`src/rtl/pe_pkg.sv`:
```
// Shared encodings, defaults and the signed clamp helper for the unified PE array.
package pe_pkg;
  typedef enum logic [1:0] {
    MODE_MAC = 2'b00,
    MODE_MUL = 2'b01,
    MODE_ADD = 2'b10,
    MODE_RSV = 2'b11
  } op_mode_e;

  typedef enum logic {ST_IDLE = 1'b0, ST_ACCUM = 1'b1} state_e;

  // Per-beat control travelling alongside stage-1 data.
  typedef struct packed {
    logic first;
    logic last;
  } beat_ctl_t;

  localparam int DEF_DATA_W    = 16;
  localparam int DEF_FRAC_BITS = 12;
  localparam int SAT_W         = 64;

  // Clamp a signed value into a signed range of the given bit width.
  function automatic logic signed [SAT_W-1:0] saturate(input logic signed [SAT_W-1:0] value,
                                                      input int width);
    logic signed [SAT_W-1:0] hi, lo;
    hi = $signed((SAT_W'(1) << (width - 1)) - SAT_W'(1));
    lo = ~hi;
    if (value > hi) return hi;
    if (value < lo) return lo;
    return value;
  endfunction
endpackage

```
`src/rtl/unified_pe_array_if.sv`:
```
// Operand/result handshake bundle between the operand buffers, the PE array and requant.
interface unified_pe_array_if
  import pe_pkg::*;
#(
    parameter int LANES  = 4,
    parameter int DATA_W = DEF_DATA_W,
    parameter int CNT_W  = 8
);
    op_mode_e                       op_mode;
    logic [CNT_W-1:0]               acc_len;
    logic                           in_valid;
    logic                           in_ready;
    logic [LANES-1:0][DATA_W-1:0]   in_a;
    logic [LANES-1:0][DATA_W-1:0]   in_b;
    logic                           out_valid;
    logic                           out_ready;
    logic [LANES-1:0][DATA_W-1:0]   out_val;
    logic [LANES-1:0]               out_sat;

    modport master (
        output op_mode, acc_len, in_valid, in_a, in_b, out_ready,
        input  in_ready, out_valid, out_val, out_sat
    );

    modport slave (
        input  op_mode, acc_len, in_valid, in_a, in_b, out_ready,
        output in_ready, out_valid, out_val, out_sat
    );
endinterface

```
`src/rtl/pe_lane.sv`:
```
// One PE lane: stage-1 product/sum, stage-2 wide saturating accumulator, output clamp.
// UNIFIED_PE_ROUND_EN selects round-half-up products instead of floor truncation.
module pe_lane
  import pe_pkg::*;
#(
    parameter int DATA_W    = DEF_DATA_W,
    parameter int FRAC_BITS = DEF_FRAC_BITS,
    parameter int ACC_W     = 32
) (
    input  logic                     clk,
    input  logic                     reset,
    input  logic                     clear,
    input  logic                     en,
    input  logic                     load,
    input  logic                     upd,
    input  logic                     first,
    input  op_mode_e                 mode,
    input  logic signed [DATA_W-1:0] a,
    input  logic signed [DATA_W-1:0] b,
    output logic [DATA_W-1:0]        val,
    output logic                     sat
);
    localparam int PW = 2 * DATA_W;
`ifdef UNIFIED_PE_ROUND_EN
    localparam logic signed [PW-1:0] HALF = PW'(1) <<< (FRAC_BITS - 1);
`else
    localparam logic signed [PW-1:0] HALF = '0;
`endif

    logic signed [PW-1:0]    prod;
    logic signed [ACC_W-1:0] p_next, p, acc, acc_next;
    logic signed [SAT_W-1:0] sum_w, clamp_w;

    always_comb begin
        prod = PW'(a) * PW'(b) + HALF;
        case (mode)
            MODE_MAC, MODE_MUL: p_next = ACC_W'(prod >>> FRAC_BITS);
            MODE_ADD:           p_next = ACC_W'(a) + ACC_W'(b);
            default:            p_next = '0;
        endcase
    end

    // First beat reloads so back-to-back vectors never see the previous total.
    always_comb begin
        sum_w    = SAT_W'(acc) + SAT_W'(p);
        acc_next = first ? p : ACC_W'(saturate(sum_w, ACC_W));
        clamp_w  = saturate(SAT_W'(acc), DATA_W);
        val      = clamp_w[DATA_W-1:0];
        sat      = (clamp_w != SAT_W'(acc));
    end

    always_ff @(posedge clk or posedge reset) begin
        if (reset) begin
            p   <= '0;
            acc <= '0;
        end else if (clear) begin
            p   <= '0;
            acc <= '0;
        end else if (en) begin
            if (load) p   <= p_next;
            if (upd)  acc <= acc_next;
        end
    end
endmodule

```
`src/rtl/unified_pe_array.sv`:
```
// Multi-lane pipelined PE: shared MAC-length FSM, valid pipeline and handshake over pe_lane copies.
module unified_pe_array
  import pe_pkg::*;
#(
    parameter int DATA_W    = DEF_DATA_W,
    parameter int FRAC_BITS = DEF_FRAC_BITS,
    parameter int LANES     = 4,
    parameter int ACC_W     = 32,
    parameter int CNT_W     = 8
) (
    input  logic                clk,
    input  logic                reset,
    input  logic                clear,
    unified_pe_array_if.slave   bus,
    output logic                busy
);
    localparam int STAGES = 1;  // vld_pipe[0] = stage 1, vld_pipe[STAGES] = output register

    state_e           state, state_nxt;
    logic [CNT_W-1:0] cnt, cnt_nxt, len_q, len_nxt, eff_len;
    op_mode_e         mode_q, mode_nxt, beat_mode;
    beat_ctl_t        beat, s1_ctl;
    logic [STAGES:0]  vld_pipe;
    logic             stall, en, accept;

    assign stall        = vld_pipe[STAGES] && !bus.out_ready;
    assign en           = !stall;
    assign bus.in_ready = en;
    assign accept       = bus.in_valid && en;
    assign bus.out_valid = vld_pipe[STAGES];
    assign busy         = (state == ST_ACCUM) || (|vld_pipe);

    always_comb begin
        state_nxt = state;
        cnt_nxt   = cnt;
        len_nxt   = len_q;
        mode_nxt  = mode_q;
        beat      = '{first: 1'b1, last: 1'b1};
        beat_mode = bus.op_mode;
        eff_len   = (bus.acc_len == '0) ? CNT_W'(1) : bus.acc_len;
        case (state)
            ST_IDLE: begin
                if (accept) begin
                    mode_nxt = bus.op_mode;
                    len_nxt  = eff_len;
                    if (bus.op_mode == MODE_MAC && eff_len != CNT_W'(1)) begin
                        beat.last = 1'b0;
                        cnt_nxt   = CNT_W'(1);
                        state_nxt = ST_ACCUM;
                    end
                end
            end
            ST_ACCUM: begin
                // Mode and length stay as latched on the vector's first beat.
                beat_mode = mode_q;
                beat      = '{first: 1'b0, last: (cnt == len_q - CNT_W'(1))};
                if (accept) begin
                    if (beat.last) begin
                        cnt_nxt   = '0;
                        state_nxt = ST_IDLE;
                    end else begin
                        cnt_nxt = cnt + CNT_W'(1);
                    end
                end
            end
            default: state_nxt = ST_IDLE;
        endcase
    end

    always_ff @(posedge clk or posedge reset) begin
        if (reset) begin
            state  <= ST_IDLE;
            cnt    <= '0;
            len_q  <= '0;
            mode_q <= MODE_MAC;
        end else if (clear) begin
            state  <= ST_IDLE;
            cnt    <= '0;
            len_q  <= '0;
            mode_q <= MODE_MAC;
        end else begin
            state  <= state_nxt;
            cnt    <= cnt_nxt;
            len_q  <= len_nxt;
            mode_q <= mode_nxt;
        end
    end

    always_ff @(posedge clk or posedge reset) begin
        if (reset) begin
            vld_pipe <= '0;
            s1_ctl   <= '0;
        end else if (clear) begin
            vld_pipe <= '0;
            s1_ctl   <= '0;
        end else if (en) begin
            vld_pipe[0]      <= accept;
            vld_pipe[STAGES] <= vld_pipe[0] && s1_ctl.last;
            if (accept) s1_ctl <= beat;
        end
    end

    for (genvar i = 0; i < LANES; i++) begin : g_lane
        pe_lane #(
            .DATA_W    (DATA_W),
            .FRAC_BITS (FRAC_BITS),
            .ACC_W     (ACC_W)
        ) u_lane (
            .clk   (clk),
            .reset (reset),
            .clear (clear),
            .en    (en),
            .load  (accept),
            .upd   (vld_pipe[0]),
            .first (s1_ctl.first),
            .mode  (beat_mode),
            .a     (bus.in_a[i]),
            .b     (bus.in_b[i]),
            .val   (bus.out_val[i]),
            .sat   (bus.out_sat[i])
        );
    end
endmodule

```
`src/flat_wrapper.sv`:
```
// flat-port wrapper written by rule: the top's interface ports become plain ports
module unified_pe_array_flat import pe_pkg::*;
#(
    parameter int DATA_W    = DEF_DATA_W,
    parameter int FRAC_BITS = DEF_FRAC_BITS,
    parameter int LANES     = 4,
    parameter int ACC_W     = 32,
    parameter int CNT_W     = 8
)
  (clk, reset, clear, busy, bus_op_mode, bus_acc_len, bus_in_valid, bus_in_a, bus_in_b, bus_out_ready, bus_in_ready, bus_out_valid, bus_out_val, bus_out_sat);
  unified_pe_array_if #(.LANES(LANES), .DATA_W(DATA_W), .CNT_W(CNT_W)) bus_i ();
  input  logic clk;
  input  logic reset;
  input  logic clear;
  output logic busy;
  input wire logic [$bits(bus_i.op_mode)-1:0] bus_op_mode;
  input wire logic [$bits(bus_i.acc_len)-1:0] bus_acc_len;
  input wire logic [$bits(bus_i.in_valid)-1:0] bus_in_valid;
  input wire logic [$bits(bus_i.in_a)-1:0] bus_in_a;
  input wire logic [$bits(bus_i.in_b)-1:0] bus_in_b;
  input wire logic [$bits(bus_i.out_ready)-1:0] bus_out_ready;
  output wire logic [$bits(bus_i.in_ready)-1:0] bus_in_ready;
  output wire logic [$bits(bus_i.out_valid)-1:0] bus_out_valid;
  output wire logic [$bits(bus_i.out_val)-1:0] bus_out_val;
  output wire logic [$bits(bus_i.out_sat)-1:0] bus_out_sat;
  assign bus_i.op_mode = bus_op_mode;
  assign bus_i.acc_len = bus_acc_len;
  assign bus_i.in_valid = bus_in_valid;
  assign bus_i.in_a = bus_in_a;
  assign bus_i.in_b = bus_in_b;
  assign bus_i.out_ready = bus_out_ready;
  assign bus_in_ready = bus_i.in_ready;
  assign bus_out_valid = bus_i.out_valid;
  assign bus_out_val = bus_i.out_val;
  assign bus_out_sat = bus_i.out_sat;
  unified_pe_array #(.DATA_W(DATA_W), .FRAC_BITS(FRAC_BITS), .LANES(LANES), .ACC_W(ACC_W), .CNT_W(CNT_W)) u_core (.clk(clk), .reset(reset), .clear(clear), .bus(bus_i), .busy(busy));
endmodule
```
`config.mk`:
```
export PLATFORM = sky130hd
export DESIGN_NAME = unified_pe_array_flat
export DESIGN_NICKNAME = d
export VERILOG_FILES = /design/src/rtl/pe_pkg.sv /design/src/rtl/unified_pe_array_if.sv /design/src/rtl/pe_lane.sv /design/src/rtl/unified_pe_array.sv /design/src/flat_wrapper.sv
export SDC_FILE = /design/constraint.sdc
export NUM_CORES = 2
export LEC_CHECK = 0
export ABC_AREA = 1
export CAP_MARGIN = 20
export CELL_PAD_IN_SITES_DETAIL_PLACEMENT = 1
export CELL_PAD_IN_SITES_GLOBAL_PLACEMENT = 1
export CORE_ASPECT_RATIO = 0.7
export CORE_MARGIN = 2
export CORE_UTILIZATION = 41
export CTS_CLUSTER_DIAMETER = 60
export DETAILED_ROUTE_END_ITERATION = 10
export PLACE_DENSITY = 0.8
export SLEW_MARGIN = 10
export SYNTH_ARGS = -nofsm -noshare
export SYNTH_HDL_FRONTEND = slang
export SYNTH_HIERARCHICAL = 1
export SYNTH_SLANG_ARGS = --single-unit
```
`constraint.sdc`:
```
create_clock -name clk -period 8.4 [get_ports clk]
set_input_delay 0.84 -clock clk [delete_from_list [all_inputs] [get_ports clk]]
set_output_delay 0.84 -clock clk [all_outputs]
set_load 0.02 [all_outputs]
```
### After elaboration in Yosys (flattened, before gate mapping)

Index checks and enable logic that the tools add are counted.

* latch bits: 0
* input port bits: 143
* output and inout bits: 71
* memories: 0
* register bits: 279
* ROM bits: 0
* logic and storage cells: 193
* RAM bits: 0

* magnitude comparators: 16
* bitwise logic cells: 1
* equal/unequal tests: 13
* $mul: 4
* $add $sub $neg: 10
* shift-type cells: 0
* muxes and demuxes: 116
* divide/modulo/power cells: 0
* reduce and logical (&&, ||, !) cells: 18

Operator list (number)
* 2-to-1 mux 32 bit: 44
* 2-to-1 mux 64 bit: 16
* inequality test 64 x 32 -> 1 bit: 4
* case mux 32 bit (2 select lines): 4
* adder 32 x 32 -> 33 bit: 4
* greater-than comparator 33 x 32 -> 1 bit (second input constant): 4
* less-than comparator 33 x 32 -> 1 bit (second input constant): 4
* greater-than comparator 32 x 16 -> 1 bit (second input constant): 4
* less-than comparator 32 x 16 -> 1 bit (second input constant): 4
* multiplier 16 x 16 -> 32 bit: 4
* 2-to-1 mux 8 bit: 9
* adder 16 x 16 -> 17 bit: 4
* 2-to-1 mux 1 bit: 31
* 2-to-1 mux 2 bit: 9
* case mux 8 bit (2 select lines): 1
* adder 8 x 1 -> 8 bit (second input constant): 1
* equality test 8 bit: 1
* zero test 8 bit: 1
* inequality test 8 x 1 -> 1 bit (second input constant): 1
* subtractor 8 x 1 -> 8 bit (second input constant): 1
* inequality test 3 x 2 -> 1 bit (second input constant): 2
* AND reduction 2 bit: 3
* logical AND 1 bit: 4
* zero test 2 bit: 2
* 11 further kinds: 16

### Depth between registers and ports, before layout

* depth in word-level cells: 10
* depth in mapped cells: 30
* gate-level depth less buffers: 28

### Modules after synthesis

The synthesis kept the hierarchy.

By module, submodules not included
* pe_lane (u_core.g_lane[0].u_lane): instances 1, seq. area each 1301.2 um^2, area each 16503.3 um^2, cells an instance 2432
* pe_lane (u_core.g_lane[1].u_lane): instances 1, seq. area each 1301.2 um^2, area each 16458.3 um^2, cells an instance 2412
* pe_lane (u_core.g_lane[2].u_lane): instances 1, seq. area each 1301.2 um^2, area each 16361.9 um^2, cells an instance 2390
* pe_lane (u_core.g_lane[3].u_lane): instances 1, seq. area each 1301.2 um^2, area each 16353.2 um^2, cells an instance 2389
* unified_pe_array: instances 1, seq. area each 575.6 um^2, area each 1398.8 um^2, cells an instance 190

### Worst setup path before layout

Ideal clock, no wire load.

* kind: in2reg
* start: input bus_in_a[15]
* end: register u_core.g_lane[0].u_lane.p[18]
* path buffers: 2
* setup time: 0.120 ns
* path slack: 1.865 ns
* required time: 8.280 ns
* arrival time: 6.415 ns
* stages: 23
* path through: clkbuf_1 > clkbuf_1 > nand2_1 > fa_1 > inv_1 > fa_1 > fa_1 > fa_1 > inv_1 > fa_1 > fa_1 > inv_1 > ha_1 > inv_1 > o21ai_0 > a31oi_1 > o21ai_0 > a21oi_1 > nand3_1 > nand3_1 > nand2_1 > nand2_1 > nand2_1

* cells in the longest elaborated chain, start to end: 5
* elaborated cells between the ends (all ways): 6
* classes of those cells: add/sub: 1; mul: 1; mux: 4

RTL lines
* start, declared: line flat_wrapper.sv:19 `input wire logic [$bits(bus_i.in_a)-1:0] bus_in_a;`
* multiplier 16 x 16 -> 32 bit or adder 16 x 16 -> 17 bit (tied branches): line pe_lane.sv:35, pe_lane.sv:38
* case mux 32 bit (2 select lines) *: line pe_lane.sv:36 `case (mode)`
* 2-to-1 mux 32 bit *: line pe_lane.sv:60 `if (load) p <= p_next;`
* 2-to-1 mux 32 bit *: line pe_lane.sv:59 `end else if (en) begin`
* 2-to-1 mux 32 bit *: line pe_lane.sv:56 `end else if (clear) begin`
* end signal, assigned: line pe_lane.sv:60
* end, declared: line pe_lane.sv:31 `logic signed [ACC_W-1:0] p_next, p, acc, acc_next;`

Every way passes the cells marked *; elsewhere a longest branch is shown, timed or not. The select of a mux whose other input is x is not followed.
A chain may end at the register's enable or synchronous reset.

### Final worst setup path

* start: input bus_in_a[6]
* end: register u_core.g_lane[0].u_lane.p[2]

* cells in the longest elaborated chain, start to end: 5

RTL lines
* multiplier 16 x 16 -> 32 bit: line pe_lane.sv:35 `prod = PW'(a) * PW'(b) + HALF;`
* case mux 32 bit (2 select lines): line pe_lane.sv:36
* 2-to-1 mux 32 bit: line pe_lane.sv:60
* 2-to-1 mux 32 bit: line pe_lane.sv:59
* 2-to-1 mux 32 bit: line pe_lane.sv:56

Every way passes these cells. The select of a mux whose other input is x is not followed.

==> impl_metrics.py <==
metrics = {
    "status": {
        "outcome": "finished, final reports clean",
    },
    "worst_setup_path": {
        "crit_buf_inv": 6,
        "reg2reg_depth": 12,
        "worstSetupPathType": "in -> reg",
        "timing.critical_path.max_delay_family": "adder cells",
        "cp_data_arrival_time_ns": 7.71,
        "reg2reg_to": "u_core/g_lane[1].u_lane/acc[29]$_DFFE_PP0P_",
        "r2r_start": "u_core/g_lane[1].u_lane/p[30]$_DFFE_PP0P_",
        "worstSetupPathDepth": 23,
        "sort_of_element_at_the_start_of_the_critical_path": "input port",
        "crit_path_max_incr_delay_ns": 0.92,
        "crit_path_top_delay_cell": "sky130_fd_sc_hd__clkdlybuf4s50_1",
        "endpoint_kind": "register",
        "timing.critical_path.mode_cell": "sky130_fd_sc_hd__fa_1",
        "cp_cell_sequence": "clkdlybuf4s50_1 -> ha_1 -> fa_1 -> inv_1 -> fa_1 -> fa_1 -> inv_1 -> fa_1 -> fa_1 -> inv_1 -> fa_1 -> inv_1 -> ha_1 -> nand2_1 -> inv_1 -> a21oi_1 -> a21boi_0 -> nand2_1 -> or2_2 -> nand3_1 -> nand2_1 -> nand2_1 -> o21ai_0",
        "critical_path_required_ns": 8.85,
        "critical_path_peak_fanout": 16,
        "reg2reg_setup_slack_ns": 4.72,
    },
    "route": {
        "finalWirelength_um": 245600,
        "post_drt_via_cell_ratio": 5.234,
        "drt_pass1_iterations": 5,
        "via_count": 63550,
        "drtAntennaViolNets": 0,
        "route.detailed.wl_per_inst_um": 20.23,
        "route.detailed.drc": 0,
        "drt_first_iter_violations": 4440,
    },
    "floorplan": {
        "die_x_um": 487.4,
        "placeableCoreArea_um2": 162900,
        "floorplan.initialDensity_pct": 41.17,
        "rows": 124,
        "die-area_um2": 166900,
        "floorplan.die.height_um": 342.4,
        "number_of_i_o_pins": 214,
    },
    "synth": {
        "synth-warning-count": 6,
        "netlist_instances": 9813,
        "yosys.area_share.adder_pct": 41.06,
        "synth.yosys.seq_area_share_pct": 8.618,
        "combinational_family_with_the_most_area_after_synthesis": "adder cells",
        "post_synth_main_area_contributors": "sky130_fd_sc_hd__fa_1, sky130_fd_sc_hd__nand2_1, sky130_fd_sc_hd__inv_1",
        "synth_top_cell_area_share_pct": 31.40,
        "synthXorXnorAreaFrac_pct": 1.789,
        "synth-async-reset-ratio_pct": 100.0,
        "postSynthRegisterBits": 231,
        "synth_fp_nets": 11530,
        "synth_compound_gate_area_share_pct": 6.018,
        "synth.distinct_cells": 52,
        "synth_simple_gate_area_share_pct": 27.79,
        "synth_flop_cell": "sky130_fd_sc_hd__dfrtp_1",
        "synth.area.mux_share_pct": 0,
        "syn_area_um2": 67080,
        "synth_edf_count": 0,
        "post-synth-top-area-cell": "sky130_fd_sc_hd__fa_1",
        "syn_area_per_cell_um2": 6.835,
    },
    "cells_and_area": {
        "final_nets": 11680,
        "fillCellCount": 21260,
        "layout-area-overhead-vs-synth_pct": 8.997,
        "drive_gt1_share_pct": 3.783,
    },
    "clocking": {
        "clk-insertion-delay-late_ns": 0.59,
        "cts.clk_slew.worst_paths_ns": 0.06,
        "post_cts_resize_count": 0,
        "numCtsBuffers": 37,
        "cts_htree_levels": 2,
        "clock_tree_buf_depth": 3,
        "clockRootBuffer": "sky130_fd_sc_hd__clkbuf_16",
        "clock_sinks": 231,
        "tritoncts": "yes",
        "postCtsSetupRepairBufs": 0,
        "holdBufCountCts": 0,
    },
    "sta": {
        "hold_viol_final": 0,
        "fin_tns_setup_ns": 0,
        "setup_viol": 0,
        "finClkSkew_ns": 0.04846,
        "layout_min_cycle_time_ns": 7.264,
        "fmaxAchievable_mhz": 137.7,
        "unrepaired_setup_endpoints_after_global_routing": "no",
        "finalCritPeriodShare_pct": 86.48,
        "timing.max_slew.rel_slack_pct": 29.87,
        "worst-slew-pin-transition_ns": 1.049,
        "slew_viol_final": 0,
    },
    "global_routing": {
        "grt_first_pass_wirelength_um": 389700,
        "grt-busiest-layer": "met2",
        "largest_net_degree_at_the_start_of_global_routing": 53,
        "globalRouteMet1Util_pct": 42.88,
        "grt_pass1_vias": 69310,
        "grt_util_met3_pct": 5.538,
        "grt_antenna_before_repair": 6,
        "gr-usage-all-layers_pct": 29.60,
        "grt_remaining_overflow": 0,
        "grt_util_met2_pct": 45.52,
    },
    "place": {
        "dp.final_hpwl_um": 206900,
        "count_of_buffers_inserted_at_the_top_level_ports": 213,
        "globalplace.congestion": 0.9567,
    },
    "worst_hold_path": {
        "min_delay_worst_type": "reg -> reg",
        "min_delay_worst_endpoint": "u_core/g_lane[0].u_lane/acc[8]$_DFFE_PP0P_",
        "min_path_cells": 2,
        "holdCritStartpoint": "u_core/g_lane[0].u_lane/acc[8]$_DFFE_PP0P_",
    },
    "run": {
        "maxCapViolations": 0,
    },
}
[placed cells by master (no fill, tap or decap), types with 40 or more instances in the layout]
master	n
sky130_fd_sc_hd__nand2_1	3270
sky130_fd_sc_hd__inv_1	2329
sky130_fd_sc_hd__fa_1	1052
sky130_fd_sc_hd__nor2_1	555
sky130_fd_sc_hd__ha_1	518
sky130_fd_sc_hd__nand3_1	376
sky130_fd_sc_hd__a21oi_1	329
sky130_fd_sc_hd__dfrtp_1	230
sky130_fd_sc_hd__o21ai_0	227
sky130_fd_sc_hd__clkdlybuf4s50_1	212
sky130_fd_sc_hd__buf_4	110
sky130_fd_sc_hd__xor2_1	106
sky130_fd_sc_hd__nand4_1	85
sky130_fd_sc_hd__nor3_1	61
sky130_fd_sc_hd__o21bai_1	55
sky130_fd_sc_hd__nand2_2	53
sky130_fd_sc_hd__or2_2	40
[metrics by stage]
stage                     hold WS, ns  instances  worst slack (ns)  util, %  cell area [um2]
after floorplan                0.4741       9813             1.865        -            67080
after global placement         0.4944      12060            0.6715    44.03            71730
after detailed placement       0.4948      12060            0.5893    44.04            71740
after CTS                      0.5121      12130             1.197    44.85            73070
after global routing           0.5586      12140            0.7719    44.88            73110
final                          0.5097      12140             1.136    44.88            73110
[kinds of logic after synthesis]
logic type                 count (synthesis)
DFF                                      231
xor gates and xnor gates                 137
and+or+nand+nor                         4569
AOI/OAI and AO/OA                        722
adders and majority gates               1570
buffers and inverters                   2584
[per-layer routing]
layer | vias up | wire, um
met1 | 31960 | 115600
li1 | 29410 | -
met2 | 1908 | 106100
met3 | 270 | 18250
met5 | - | 0
met4 | 0 | 5589
[worst max-delay path by stage]
| stage | end | slack [ns] | startpoint |
|---|---|---|---|
| final | u_core/g_lane[0].u_lane/p[2]$_DFFE_PP0P_ | 1.14 | bus_in_a[6] |
| after floorplan | u_core/g_lane[0].u_lane/p[18]$_DFFE_PP0P_ | 1.86 | bus_in_a[15] |
| after global placement | u_core/g_lane[0].u_lane/p[2]$_DFFE_PP0P_ | 0.67 | bus_in_a[6] |
| after CTS | u_core/g_lane[0].u_lane/p[2]$_DFFE_PP0P_ | 1.20 | bus_in_a[6] |
| after detailed placement | u_core/g_lane[0].u_lane/p[2]$_DFFE_PP0P_ | 0.59 | bus_in_a[6] |
| after global routing | u_core/g_lane[3].u_lane/p[15]$_DFFE_PP0P_ | 0.77 | bus_in_a[63] |
[tightest hold or removal path, stage by stage (launching register included)]
cell and delay [ns]:
sky130_fd_sc_hd__dfrtp_1 0.36, sky130_fd_sc_hd__nand2_1 0.06, sky130_fd_sc_hd__nand2_1 0.05
[cells in the mapped netlist (all sizes together), types with 6 or more instances]
cell type / count
nor2: 581
fa: 1052
or2: 40
xnor2: 31
o211ai: 6
o22ai: 16
nor3: 71
ha: 518
xor2: 106
a21boi: 8
buf: 33
a31oi: 9
clkinv: 7
nand3: 379
inv: 2365
o21bai: 55
nand3b: 32
o21ai: 234
dfrtp: 231
nor4: 39
nand2: 3324
nand4: 85
a21oi: 354
clkbuf: 179
a21o: 12
o21a: 16
and2: 11
[area by class of cell]
| cell class | count | area (um2) | share of cell area, % |
|---|---|---|---|
| antenna | 6 | 15.01 | 0.02054 |
| timing repair buffer | 323 | 2953 | 4.039 |
| clock inverter | 22 | 314.1 | 0.4296 |
| tap | 2142 | 2680 | 3.666 |
| multi-input combinational | 6998 | 51450 | 70.38 |
| sequential | 231 | 5782 | 7.908 |
| clock buffer | 46 | 1010 | 1.381 |
| inverter | 2372 | 8904 | 12.18 |
[flip-flops by register name, summed over array words and instances (netlist names)]
name,cells
u_core/g_lane.u_lane/acc,128
u_core/g_lane.u_lane/p,80
u_core/cnt,8
u_core/len_q,8
u_core/mode_q,2
u_core/s1_ctl,2
u_core/vld_pipe,2
u_core/state,1
Power is left out: the tool's default activity adds up to more than one toggle a clock period on the data nets, which glitch-free logic cannot reach.
